`config.mk`:
```
export PLATFORM = sky130hd
export DESIGN_NAME = filt_boxcar_mc
export DESIGN_NICKNAME = d
export VERILOG_FILES = /design/src/rtl/filt_pkg.sv /design/src/rtl/ram_dist_sdp.sv /design/src/rtl/filt_boxcar_mc.sv
export SDC_FILE = /design/constraint.sdc
export NUM_CORES = 2
export LEC_CHECK = 0
export CORE_MARGIN = 2
export CORE_UTILIZATION = 34
export CTS_CLUSTER_SIZE = 10
export DETAILED_ROUTE_END_ITERATION = 16
export PLACE_DENSITY = 0.51
export REMOVE_ABC_BUFFERS = 1
export SYNTH_ARGS = -nofsm -noshare
export SYNTH_HDL_FRONTEND = slang
export SYNTH_SLANG_ARGS = --single-unit
```
`constraint.sdc`:
```
create_clock -name clk -period 8.75 [get_ports clk]
set_clock_uncertainty 0.05 [all_clocks]
set_input_delay 0.875 -clock clk [delete_from_list [all_inputs] [get_ports clk]]
set_output_delay 0.875 -clock clk [all_outputs]
set_load 0.02 [all_outputs]
```
`src/rtl/filt_pkg.sv`:
```
// Shared definitions for the boxcar filter: controller states and width helpers.
package filt_pkg;

  typedef enum logic [0:0] {
    StClear,
    StRun
  } state_e;

  // Bit count needed to index n items, never less than one bit.
  function automatic int unsigned clog2_min1(input int unsigned n);
    return (n <= 2) ? 1 : $clog2(n);
  endfunction

  // A window of 2**max_pow samples of dw-bit data sums without overflow in this width.
  function automatic int unsigned acc_width(input int unsigned dw, input int unsigned max_pow);
    return dw + max_pow;
  endfunction

endpackage

```
`src/rtl/ram_dist_sdp.sv`:
```
// Simple dual-port distributed RAM: synchronous write, asynchronous read.
// A read of the address being written returns the old contents.
module ram_dist_sdp #(
  parameter int unsigned Width     = 16,
  parameter int unsigned Depth     = 64,
  parameter int unsigned AddrWidth = 6
) (
  input  logic                 clk,
  input  logic                 we,
  input  logic [AddrWidth-1:0] waddr,
  input  logic [Width-1:0]     wdata,
  input  logic [AddrWidth-1:0] raddr,
  output logic [Width-1:0]     rdata
);

  logic [Width-1:0] mem [Depth];

  // Write port; the combinational read below sees the pre-edge value.
  always_ff @(posedge clk) begin
    if (we) begin
      mem[waddr] <= wdata;
    end
  end

  assign rdata = mem[raddr];

endmodule

```
`src/rtl/filt_boxcar_mc.sv`:
```
// Multi-channel moving-average filter with a shared delay-line RAM.
module filt_boxcar_mc
  import filt_pkg::*;
#(
  parameter int unsigned DATA_WIDTH   = 16,
  parameter int unsigned NUM_CHANNELS = 4,
  parameter int unsigned MAX_POWER    = 5,
  localparam int unsigned LenW        = clog2_min1(MAX_POWER + 1),
  localparam int unsigned ChanW       = clog2_min1(NUM_CHANNELS)
) (
  input  logic                         clk,
  input  logic                         rst,
  input  logic [LenW-1:0]              len_pow,
  input  logic                         clear,
  input  logic                         in_valid,
  output logic                         in_ready,
  input  logic [ChanW-1:0]             in_chan,
  input  logic signed [DATA_WIDTH-1:0] data_in,
  output logic                         out_valid,
  output logic [ChanW-1:0]             out_chan,
  output logic signed [DATA_WIDTH-1:0] avg_out,
  output logic                         out_full
);

  localparam int unsigned Depth    = 2 ** MAX_POWER;
  localparam int unsigned RamDepth = NUM_CHANNELS * Depth;
  localparam int unsigned AddrW    = ChanW + MAX_POWER;
  localparam int unsigned AccW     = acc_width(DATA_WIDTH, MAX_POWER);

  localparam logic [AddrW-1:0]   LastAddr = AddrW'(RamDepth - 1);
  localparam logic [LenW-1:0]    MaxPow   = LenW'(MAX_POWER);
  localparam logic [MAX_POWER:0] One      = 1;
  localparam logic [MAX_POWER:0] FillMax  = One << MAX_POWER;

  state_e                 state_q, state_d;
  logic [AddrW-1:0]       clr_addr_q, clr_addr_d;
  logic [LenW-1:0]        len_q;
  logic signed [AccW-1:0] acc_q  [NUM_CHANNELS];
  logic [MAX_POWER-1:0]   ptr_q  [NUM_CHANNELS];
  logic [MAX_POWER:0]     fill_q [NUM_CHANNELS];

  logic                         out_valid_q, out_full_q;
  logic [ChanW-1:0]             out_chan_q;
  logic signed [DATA_WIDTH-1:0] avg_q;

  logic                         fire, flush, full_new;
  logic [LenW-1:0]              pow;
  logic [MAX_POWER:0]           win, fill_cur, fill_new;
  logic [MAX_POWER-1:0]         ptr_cur, rd_ptr;
  logic signed [AccW-1:0]       acc_cur, acc_new, din_ext, old_ext;
  logic [AccW-1:0]              mag, mag_sh;
  logic signed [DATA_WIDTH-1:0] avg_new;

  logic                  ram_we;
  logic [AddrW-1:0]      ram_waddr, ram_raddr;
  logic [DATA_WIDTH-1:0] ram_wdata, ram_rdata;

  assign in_ready = (state_q == StRun);
  assign fire     = in_valid & in_ready;
  assign flush    = in_ready & (clear | (len_pow != len_q));
  assign pow      = (len_pow > MaxPow) ? MaxPow : len_pow;
  assign win      = One << pow;

  // Per-channel datapath: drop the sample leaving the window, add the new one.
  always_comb begin
    ptr_cur  = ptr_q[in_chan];
    acc_cur  = acc_q[in_chan];
    fill_cur = fill_q[in_chan];
    // At full window the offset wraps to zero, so read and write hit the same slot.
    rd_ptr   = ptr_cur - MAX_POWER'(win);
    din_ext  = {{MAX_POWER{data_in[DATA_WIDTH-1]}}, data_in};
    old_ext  = {{MAX_POWER{ram_rdata[DATA_WIDTH-1]}}, ram_rdata};
    acc_new  = acc_cur + din_ext - old_ext;
    // Divide the magnitude so negative averages truncate toward zero.
    mag      = acc_new[AccW-1] ? -acc_new : acc_new;
    mag_sh   = mag >> pow;
    avg_new  = acc_new[AccW-1] ? DATA_WIDTH'(-mag_sh) : DATA_WIDTH'(mag_sh);
    fill_new = (fill_cur == FillMax) ? fill_cur : fill_cur + (MAX_POWER + 1)'(1);
    full_new = (fill_new >= win);
  end

  // RAM port steering: CLEAR walks zeros through memory, RUN writes the sample.
  always_comb begin
    ram_we    = fire;
    ram_waddr = {in_chan, ptr_cur};
    ram_wdata = data_in;
    ram_raddr = {in_chan, rd_ptr};
    if (state_q == StClear) begin
      ram_we    = 1'b1;
      ram_waddr = clr_addr_q;
      ram_wdata = '0;
    end
  end

  ram_dist_sdp #(
    .Width     (DATA_WIDTH),
    .Depth     (RamDepth),
    .AddrWidth (AddrW)
  ) u_ram (
    .clk   (clk),
    .we    (ram_we),
    .waddr (ram_waddr),
    .wdata (ram_wdata),
    .raddr (ram_raddr),
    .rdata (ram_rdata)
  );

  // Controller next state: clear walk, restart on clear, flush from RUN.
  always_comb begin
    state_d    = state_q;
    clr_addr_d = clr_addr_q;
    unique case (state_q)
      StClear: begin
        if (clear) begin
          clr_addr_d = '0;
        end else if (clr_addr_q == LastAddr) begin
          state_d    = StRun;
          clr_addr_d = '0;
        end else begin
          clr_addr_d = clr_addr_q + AddrW'(1);
        end
      end
      StRun: begin
        if (flush) begin
          state_d    = StClear;
          clr_addr_d = '0;
        end
      end
      default: state_d = StClear;
    endcase
  end

  // Controller registers; the window setting is captured throughout CLEAR.
  always_ff @(posedge clk or posedge rst) begin
    if (rst) begin
      state_q    <= StClear;
      clr_addr_q <= '0;
      len_q      <= '0;
    end else begin
      state_q    <= state_d;
      clr_addr_q <= clr_addr_d;
      if (state_q == StClear) begin
        len_q <= len_pow;
      end
    end
  end

  // Per-channel accumulators, pointers and fill counters.
  always_ff @(posedge clk or posedge rst) begin
    if (rst) begin
      for (int i = 0; i < NUM_CHANNELS; i++) begin
        acc_q[i]  <= '0;
        ptr_q[i]  <= '0;
        fill_q[i] <= '0;
      end
    end else if (state_q == StClear) begin
      for (int i = 0; i < NUM_CHANNELS; i++) begin
        acc_q[i]  <= '0;
        ptr_q[i]  <= '0;
        fill_q[i] <= '0;
      end
    end else if (fire) begin
      acc_q[in_chan]  <= acc_new;
      ptr_q[in_chan]  <= ptr_cur + MAX_POWER'(1);
      fill_q[in_chan] <= fill_new;
    end
  end

  // Output registers; data outputs hold when no sample is accepted.
  always_ff @(posedge clk or posedge rst) begin
    if (rst) begin
      out_valid_q <= 1'b0;
      out_chan_q  <= '0;
      avg_q       <= '0;
      out_full_q  <= 1'b0;
    end else begin
      out_valid_q <= fire;
      if (fire) begin
        out_chan_q <= in_chan;
        avg_q      <= avg_new;
        out_full_q <= full_new;
      end
    end
  end

  assign out_valid = out_valid_q;
  assign out_chan  = out_chan_q;
  assign avg_out   = avg_q;
  assign out_full  = out_full_q;

endmodule
```
==> flow_summary_export.csv <==
group,metric,value,unit
outcome,status,"completed",
final_layout,finish.utilization,41.3,%
final_layout,fin_nets,5516,
routing,first_pass_iters,6,
clock_tree,cts_tree,"built",
setup_path,crit_slowest_cell,"fa_4",
die,fp.dieH,518,um
global_routing,grt_max_degree,96,
power,powerDensity,235,mW/mm^2
routing,routedWlPerCell,27.7,um
die,die_x,518,um
yosys,synth-main-ff-cell,"edfxtp_1",
final_layout,layout.cells.most_common,"edfxtp_1",
clock_tree,numCtsBuffers,277,
routing,routed_via_density,5.31,
yosys,ys_ff_latch,2207,
clock_tree,clkTransAtPathRegs,0.05,ns
yosys,synth_top_area_cell,"edfxtp_1",
sta,setup_ws,0.167,ns
yosys,yosysSeqAreaShare,73.0,%
yosys,synthArstFlopShare,7.20,%
setup_path,cp_slowest_stage_delay,0.94,ns
global_routing,track_usage,18.3,%
sta,tightest_slew,1.28,ns
min_path,min_path_type,"in -> async",
routing,remaining_drc_errors,0,
setup_path,criticalPathCategory,"in -> reg",
global_routing,grt_overflow_total,0,
setup_path,arrival,9.29,ns
final_layout,mostFrequentLayoutCells,"2,048 x edfxtp_1, 683 x buf_4, 563 x mux4_2",
sta,finalSetupViolCount,0,
yosys,synth-adder-area-share,0.998,%
clock_tree,htreeDepth,5,
die,initial_core_util,34.2,%
yosys,synth_top_area_share,68.5,%
final_layout,area_growth,20.8,%
clock_tree,cts_root_buffer,"clkbuf_16",
yosys,synth_compound_area_share,4.68,%
placed_design,gp_congestion,0.857,
yosys,synth_area_per_cell,19.4,um^2
routing,ant_nets,0,
job,drv_cap,0,
sta,slew_headroom,14.4,%
routing,drt_wl_total,249000,um
final_layout,drive_gt1_share,33.2,%
sta,drv_slew,0,
sta,holdWs,0.424,ns
die,num_rows,188,
sta,hold_viol_final,0,
yosys,synth_warnings,0,
die,ios,46,
power,p_leak,35.3,nW
setup_path,crit_required,9.46,ns
yosys,synth_top_family_by_area,"multiplexers",
setup_path,cp-end-kind,"register",
clock_tree,clk_latency,0.93,ns
sta,rsz0062_at_grt,"true",
sta,period_minus_slack,8.58,ns
yosys,synth_edf_count,2048,
yosys,synth.area.top_cells,"edfxtp_1 69%, mux4_2 14%, dfrtp_1 4.4%, mux2i_1 1.6%, a211oi_1 1.5%",
yosys,netlist-cell-type-count,87,
setup_path,startpoint_type,"input pin",
sta,max_freq,117,MHz
sta,finalCritPeriodShare,98.1,%
yosys,synth_simple_gate_area_share,3.33,%
die,coreArea,0.263,mm^2
clock_tree,cts_buffer_depth,4,
die,fp.dieArea,0.268,mm^2
placed_design,place_hpwl,151000,um
global_routing,antenna_found_initial,13,
global_routing,grt_pass1_vias,49038,
global_routing,grt_pass1_wl,358000,um
clock_tree,hold_buffers,0,
yosys,synthMuxAreaShare,15.9,%
yosys,synth_xor_xnor_area_share,0.746,%
setup_path,cp_common_cell,"buf_4",
power,peakVddDrop,0.191,mV
yosys,synth_area,0.0898,mm^2
placed_design,port-buffer-count,45,
routing,drt-initial-drc-count,4954,
clock_tree,cts_sinks,2207,
power,power,25.5,mW
yosys,postSynthCellCount,4629,
placed_design,pre_cts_slack,-1.38,ns
routing,num_vias,47912,
setup_path,cp_max_fo,13,
-- registers in the layout, indices dropped and copies added, names as in the netlist --
signal and cells:
clr_addr_q 7, fill_q 24, u_ram.mem 2048, out_full 1
in_ready 1, acc_q 84, out_valid 1, avg_out 16
ptr_q 20, len_q 3, out_chan 2
-- kinds of logic (layout without fill, tap and decap cells) --
family | after synthesis | after routing
buffers and inverters | 328 | 1201
multiplexers | 721 | 721
adder cells (fa/ha/maj) | 59 | 59
XOR/XNOR | 70 | 70
AND/OR/NAND/NOR | 615 | 615
flip-flops | 2207 | 2207
other | 0 | 4
AO/OA/AOI/OAI | 629 | 629
-- worst paths after layout --
check	slack (ns)	to	cells past startpoint	from
worst max register to register	0.19	avg_out[13]	32	ptr_q[0]
max in group asynchronous	6.66	acc_q[67]	3	rst
worst min-delay path	0.42	out_chan[0]	2	rst
worst min register to register	0.42	ptr_q[9]	2	ptr_q[9]
min in group clk	0.42	ptr_q[9]	2	ptr_q[9]
worst max-delay path	0.17	avg_out[15]	35	len_pow[0]
-- final cells by class --
cell class	count	area, um^2
repair buffers	799	7040
flip-flops and latches	2207	65500
fillers	23346	154000
clock buffers	337	7340
clock inverters	12	90.1
inverters	53	204
multi-input cells	2094	23900
well taps	3515	4400
diodes	4	10.0
-- worst max-delay path: cells and delay by family --
| kind | cells | cell delay, ns |
|---|---|---|
| compound gates | 12 | 2.21 |
| buf+inv | 10 | 1.97 |
| fa+ha+maj | 4 | 1.92 |
| simple gates | 6 | 1.44 |
| mux | 2 | 0.67 |
| xor+xnor | 1 | 0.15 |
-- cell usage after synthesis (3+ instances only) --
| library cell | instances |
|---|---|
| a211oi_1 | 185 |
| xor2_1 | 33 |
| a32oi_1 | 3 |
| o21ai_1 | 7 |
| o31ai_1 | 6 |
| o221ai_1 | 7 |
| inv_1 | 53 |
| a22o_1 | 50 |
| edfxtp_1 | 2048 |
| nor3_1 | 7 |
| o21a_1 | 5 |
| a211o_1 | 3 |
| nor2b_1 | 138 |
| a221oi_1 | 3 |
| nor4_1 | 3 |
| mux2i_1 | 147 |
| clkbuf_1 | 190 |
| nor4b_1 | 3 |
| xnor2_2 | 3 |
| xnor2_1 | 31 |
| nand3b_1 | 3 |
| o21ai_0 | 125 |
| and3_1 | 5 |
| mux2_2 | 11 |
| and2_1 | 29 |
| a22oi_1 | 3 |
| fa_1 | 21 |
| buf_2 | 7 |
| o211ai_1 | 4 |
| a31o_2 | 3 |
| o22ai_1 | 3 |
| dfrtp_1 | 159 |
| mux4_2 | 563 |
| a21oi_1 | 163 |
| nand4_1 | 8 |
| nand3_1 | 33 |
| buf_1 | 78 |
| nand2b_1 | 9 |
| a41oi_1 | 3 |
| nor2_1 | 173 |
| a31oi_1 | 4 |
| nand2_1 | 184 |
| ha_1 | 38 |
| a21o_1 | 14 |
-- metal layers --
metal / part of all wire [%] / wire length (um) / vias up / GRT usage, %
met4: 2.5 / 6360 / 2 / 5.24
met3: 5.3 / 13300 / 333 / 2.88
met5: 0.0028 / 7 / - / 0
li1: - / - / 20418 / -
met2: 47 / 118000 / 1509 / 28.9
met1: 45 / 112000 / 25650 / 26.2
-- timing repair --
action | CTS | global route
buffers inserted | 3 | 26
pin swaps | 8 | 32
endpoints found under the setup margin | 13 | 15
cloned | 1 | 3
resized for setup | 40 | 106
-- report_power, final --
group	internal, mW	switching [mW]
Clock	5.81	4.04
Sequential	11.4	0.00687
Combinational	1.94	2.32
Total	19.2	6.37
-- through the flow --
| step | TNS (ns) | cell area [um^2] | instances |
|---|---|---|---|
| finish | 0 | 108000 | 9021 |
| global route | -0.180 | 108000 | 9020 |
| CTS | 0 | 108000 | 8989 |
| detailed placement | -19.06 | 100000 | 8636 |
| global placement | -17.43 | 100000 | 8636 |
| floorplan | -1720.18 | 88700 | 4354 |
Note: power is estimated with default switching activity, not from simulation.
